===== src/rtl/fwft_gather_reader_pkg.sv =====
// Shared constants for the FWFT gather reader: buffer depth and derived pointer/count widths.
package fwft_gather_reader_pkg;

    localparam int unsigned BUF_DEPTH = 4;
    localparam int unsigned PTR_W     = 2;
    localparam int unsigned CNT_W     = 3;
    localparam int unsigned SUM_W     = CNT_W + 1;

endpackage


===== src/rtl/fwft_gather_reader.sv =====
// Turns a read-latency-1 FIFO port into a first-word-fall-through port,
// optionally gathering `words` consecutive FIFO words into one wide output word.
module fwft_gather_reader
    import fwft_gather_reader_pkg::*;
#(
    parameter int unsigned dta_width = 64,
    parameter int unsigned words     = 1
) (
    input  logic                         clk,
    input  logic                         rst,
    input  logic                         clk_en,
    output logic                         fifo_rd_en,
    input  logic                         fifo_valid,
    input  logic [dta_width-1:0]         fifo_dout,
    output logic                         valid,
    output logic [words*dta_width-1:0]   dout,
    input  logic                         rd_en
);

    localparam logic [CNT_W-1:0] WORDS_C = CNT_W'(words);
    localparam logic [CNT_W-1:0] DEPTH_C = CNT_W'(BUF_DEPTH);

    logic [dta_width-1:0] buf_q [BUF_DEPTH];
    logic [PTR_W-1:0]     rd_ptr_q, rd_ptr_d;
    logic [PTR_W-1:0]     wr_ptr_q, wr_ptr_d;
    logic [CNT_W-1:0]     count_q, count_d;
    logic [CNT_W-1:0]     count_after_pop;
    logic                 inflight_q, inflight_d;
    logic                 push;
    logic                 pop;

    // Credit check covers both buffered words and the one possibly still in flight.
    assign fifo_rd_en = clk_en & ~rst &
                        ((SUM_W'(count_q) + SUM_W'(inflight_q)) < SUM_W'(BUF_DEPTH));

    assign valid = (count_q >= WORDS_C);

    always_comb begin
        pop             = clk_en & rd_en & valid;
        count_after_pop = pop ? (count_q - WORDS_C) : count_q;
        push            = clk_en & fifo_valid & (count_after_pop < DEPTH_C);
        count_d         = count_after_pop + CNT_W'(push);
        rd_ptr_d        = pop  ? (rd_ptr_q + PTR_W'(words)) : rd_ptr_q;
        wr_ptr_d        = push ? (wr_ptr_q + PTR_W'(1))     : wr_ptr_q;
        inflight_d      = clk_en ? fifo_rd_en : inflight_q;
    end

    // Oldest word goes to the MSBs; slots not yet filled read as zero.
    always_comb begin
        dout = '0;
        for (int unsigned i = 0; i < words; i++) begin
            if (count_q > CNT_W'(i)) begin
                dout[(words-1-i)*dta_width +: dta_width] = buf_q[rd_ptr_q + PTR_W'(i)];
            end
        end
    end

    always_ff @(posedge clk or posedge rst) begin
        if (rst) begin
            rd_ptr_q   <= '0;
            wr_ptr_q   <= '0;
            count_q    <= '0;
            inflight_q <= 1'b0;
            for (int unsigned i = 0; i < BUF_DEPTH; i++) begin
                buf_q[i] <= '0;
            end
        end else begin
            rd_ptr_q   <= rd_ptr_d;
            wr_ptr_q   <= wr_ptr_d;
            count_q    <= count_d;
            inflight_q <= inflight_d;
            if (push) begin
                buf_q[wr_ptr_q] <= fifo_dout;
            end
        end
    end

endmodule


===== config.mk =====
export PLATFORM = sky130hd
export DESIGN_NAME = fwft_gather_reader
export DESIGN_NICKNAME = d
export VERILOG_FILES = /design/src/rtl/fwft_gather_reader_pkg.sv /design/src/rtl/fwft_gather_reader.sv
export SDC_FILE = /design/constraint.sdc
export NUM_CORES = 1
export LEC_CHECK = 0
export ABC_CLOCK_PERIOD_IN_PS = 19390
export CAP_MARGIN = 10
export CORE_MARGIN = 10
export CORE_UTILIZATION = 45
export CTS_CLUSTER_SIZE = 40
export DETAILED_ROUTE_END_ITERATION = 8
export GPL_ROUTABILITY_DRIVEN = 0
export PLACE_DENSITY = 0.65
export SETUP_SLACK_MARGIN = 0.05
export SLEW_MARGIN = 5
export SYNTH_ARGS = -nofsm -noshare
export SYNTH_HDL_FRONTEND = slang
export SYNTH_SLANG_ARGS = --single-unit

===== constraint.sdc =====
create_clock -name clk -period 19.39 [get_ports clk]
set_input_delay 3.878 -clock clk [delete_from_list [all_inputs] [get_ports clk]]
set_output_delay 3.878 -clock clk [all_outputs]
set_load 0.01 [all_outputs]

==> summary.md <==
| Metric | Value |
|---|---|
| Most common cell after layout, fill and taps aside | `dfrtp_1` |
| Number of detailed-route iterations in the first pass | `4` |
| H-tree depth | `1` |
| Setup WS pre-CTS | `roughly 10000 ps` |
| GRT overflow | `0` |
| Kind of start point of the critical path | `input pin` |
| Distinct cells, synth | `29` |
| Max-cap violations | `0` |
| Final setup violation count | `0` |
| IO buf count | `approximately 130` |
| Overall global routing resource usage | `between 15 and 20%` |
| ANT nets after route | `0` |
| CTS Sinks | `264` |
| # Post-CTS Setup Buffers | `0` |
| Register area share after synthesis | `between 50% and 60%` |
| Internal power | `~2.0 mW` |
| Sw frac | `a little under 30%` |
| Main combinational cell family by area after synthesis | `multiplexers` |
| CTS root buf | `clkbuf_16` |
| Post_cts resized | `0` |
| Drt total wl | `between 20000 and 30000 um` |
| Synth Area in Simple Gates | `under 10%` |
| Vias per cell | `~5.3` |
| Final period util | `approximately 48%` |
| Layout fillers | `2300` |
| Drt initial violations | `approximately 320` |
| Clock Skews | `8.68 ps` |
| Global-route wire length before repair | `roughly 46000 um` |
| Initial antenna violation count | `2` |
| Die Span Y | `189 um` |
| Adder-Cell Fraction of Synth Area | `0.872%` |
| Core area | `approximately 28000 um2` |
| Synthesized netlist cell count | `about 740` |
| Drt wl/cell | `22.8 um` |
| Worst EP required | `between 15000 and 20000 ps` |
| Initial core utilization | `between 40 and 50%` |
| Final min period | `around 9400 ps` |
| Worst-Skew Late Latency | `roughly 540 ps` |
| Most frequent cells in the layout | `dfrtp_1, mux2_4, clkdlybuf4s50_1` |
| Outcome | `complete, no violations` |
| Mux share of post-synthesis cell area | `between 30% and 40%` |
| Clk network pwr share | `between 10% and 20%` |
| Comb pwr share | `between 40% and 50%` |
| Leak pwr | `just over 7 nW` |
| Vias after detailed routing | `about 6.7k` |
| Final count of hold timing violations | `0` |
| Max frequency | `around 110 MHz` |
| Row cnt | `slightly above 60` |
| Synth Net Count | `between 800 and 900` |
| DP HPWL | `~17000 um` |
| Dpl cell area | `14300 um2` |
| Min-Delay Path Class | `reg2reg` |
| CTS max path bufs | `3` |
| Flop pwr share | `a little over a third` |
| Final Max Slew Viols | `0` |
| Ports | `135` |
| Worst Setup Slack, final | `between 10000 and 15000 ps` |
| Share of layout cells above drive strength 1 | `approximately 43%` |
| DRC errors left | `0` |
| Critical Path Fanout Max | `5` |
| Final hold slack | `around 480 ps` |
| TritonCTS clock tree | `done` |
| CP Class | `in2out` |
| Clock transition at path regs | `60 ps` |
| Post-synthesis xor/xnor area fraction | `0.339%` |
| Setup tns final | `0 ps` |
| VDD IR max | `approximately 0.11 mV` |
| Number of buffers created by CTS | `30` |
| Hold buffers post-CTS | `0` |
| Critical Path Sink Type | `output pin` |
| Worst-Margin Slew | `about 1100 ps` |
| Final nets | `940` |
| RSZ-0062 raised after global routing | `false` |
| Layout overhead on the synthesized area | `17.6%` |
| Syn. warnings | `0` |
| Final Cell Area | `~15000 um2` |
| Largest net degree at the start of global routing | `~120` |
| Vias in the first global route | `between 8k and 9k` |
| Compound-Gate Fraction of Synth Area | `less than 1%` |
| Die area | `about 36000 um2` |
| Rel. slew slack | `~26%` |
| Width of the chip | `roughly 190 um` |
| Mapped cell area | `12900 um2` |
| P_sw | `0.848 mW` |
| Seq cells post-synth | `approximately 260` |
| Crit path DAT | `about 5500 ps` |
| Power Density | `roughly 190 nW/um2` |
| Avg Cell Area, Syn | `around 18 um2` |
[cells in the mapped netlist (all sizes together)]
| cell | number | area [um2] |
|---|---|---|
| nand2 | 8 | 78.8 |
| mux4 | 64 | 1440 |
| mux2 | 256 | 3560 |
| buf | 34 | 482 |
| nand4 | 1 | 21.3 |
| o31ai | 1 | 7.51 |
| nand3b | 1 | 7.51 |
| xnor2 | 3 | 26.3 |
| xor2 | 2 | 17.5 |
| nor2 | 1 | 3.75 |
| a21o | 1 | 7.51 |
| ha | 9 | 113 |
| o21ai | 1 | 5.00 |
| o211a | 1 | 10.0 |
| dfrtp | 264 | 6610 |
| nor2b | 64 | 400 |
| inv | 8 | 30.0 |
| clkbuf | 12 | 45.0 |
| nor4 | 2 | 27.5 |
| nand2b | 1 | 8.76 |
| and2 | 1 | 6.26 |
| a21bo | 1 | 10.0 |
| and3 | 1 | 6.26 |
[area by class of cell]
type	count	area [um2]	share of cell area (%)
diodes	1	2.50	0.0165
repair buffers	139	1380	9.07
well taps	378	473	3.11
inverters	8	37.5	0.247
clock buffers	45	888	5.85
clock inverters	7	41.3	0.272
flip-flops and latches	264	6610	43.5
multi-input cells	419	5760	37.9
[power groups by stage]
| stage | registers (mW) | clock network, mW | logic [mW] |
|---|---|---|---|
| after global routing | 1.06 | 0.567 | 1.38 |
| after CTS | 1.03 | 0.543 | 1.32 |
| after global placement | 0.997 | 0 | 1.28 |
| final | 1.03 | 0.530 | 1.29 |
| after detailed placement | 1.03 | 0 | 1.31 |
| after floorplan | 0.925 | 0 | 0.929 |
[logic make-up (layout without fill, tap and decap cells)]
logic type,count (synthesis),in the layout
buffers and inverters,54,199
flip-flops,264,264
XOR/XNOR,5,5
adder cells (fa/ha/maj),9,9
AO/OA/AOI/OAI,5,5
AND/OR/NAND/NOR,80,80
multiplexers,320,320
other,0,1
[critical path, stage by stage]
cell	delay, ps
clkdlybuf4s50_1	540
inv_1	70
nor4_1	370
clkdlybuf4s50_1	620
[sequential cells by signal, indices dropped and copies added (netlist names)]
signal and flops:
wr_ptr_q 2, rd_ptr_q 2, buf_q 256, count_q 3
inflight_q 1
[per-stage QoR]
stage	std cells	power [mW]	util, %
2_1_floorplan	737	1.85	-
3_3_place_gp	1208	2.28	50.8
3_5_place_dp	1208	2.34	50.8
4_1_cts	1260	2.89	54.1
5_1_grt	1261	3.01	54.1
6_report	1261	2.84	54.1
[final timing paths]
check,start,to,slack (ps),cells past startpoint
hold / removal,inflight_q,inflight_q,480,1
min in group asynchronous,rst,inflight_q,3900,2
setup / recovery,clk_en,fifo_rd_en,10030,4
hold reg to reg,inflight_q,inflight_q,480,1
setup reg to reg,count_q[0],buf_q[212],16300,8
max in group asynchronous,rst,buf_q[61],13060,4
[layer usage]
layer | vias to the layer above | global-route usage (%) | part of all wire [%]
met5 | - | 0 | 0
met4 | 0 | 3.05 | 1.5
met3 | 34 | 3.40 | 4.5
met2 | 127 | 27.6 | 51
met1 | 3585 | 20.4 | 43
li1 | 2924 | - | -
Power figures use the tool's default switching activity.
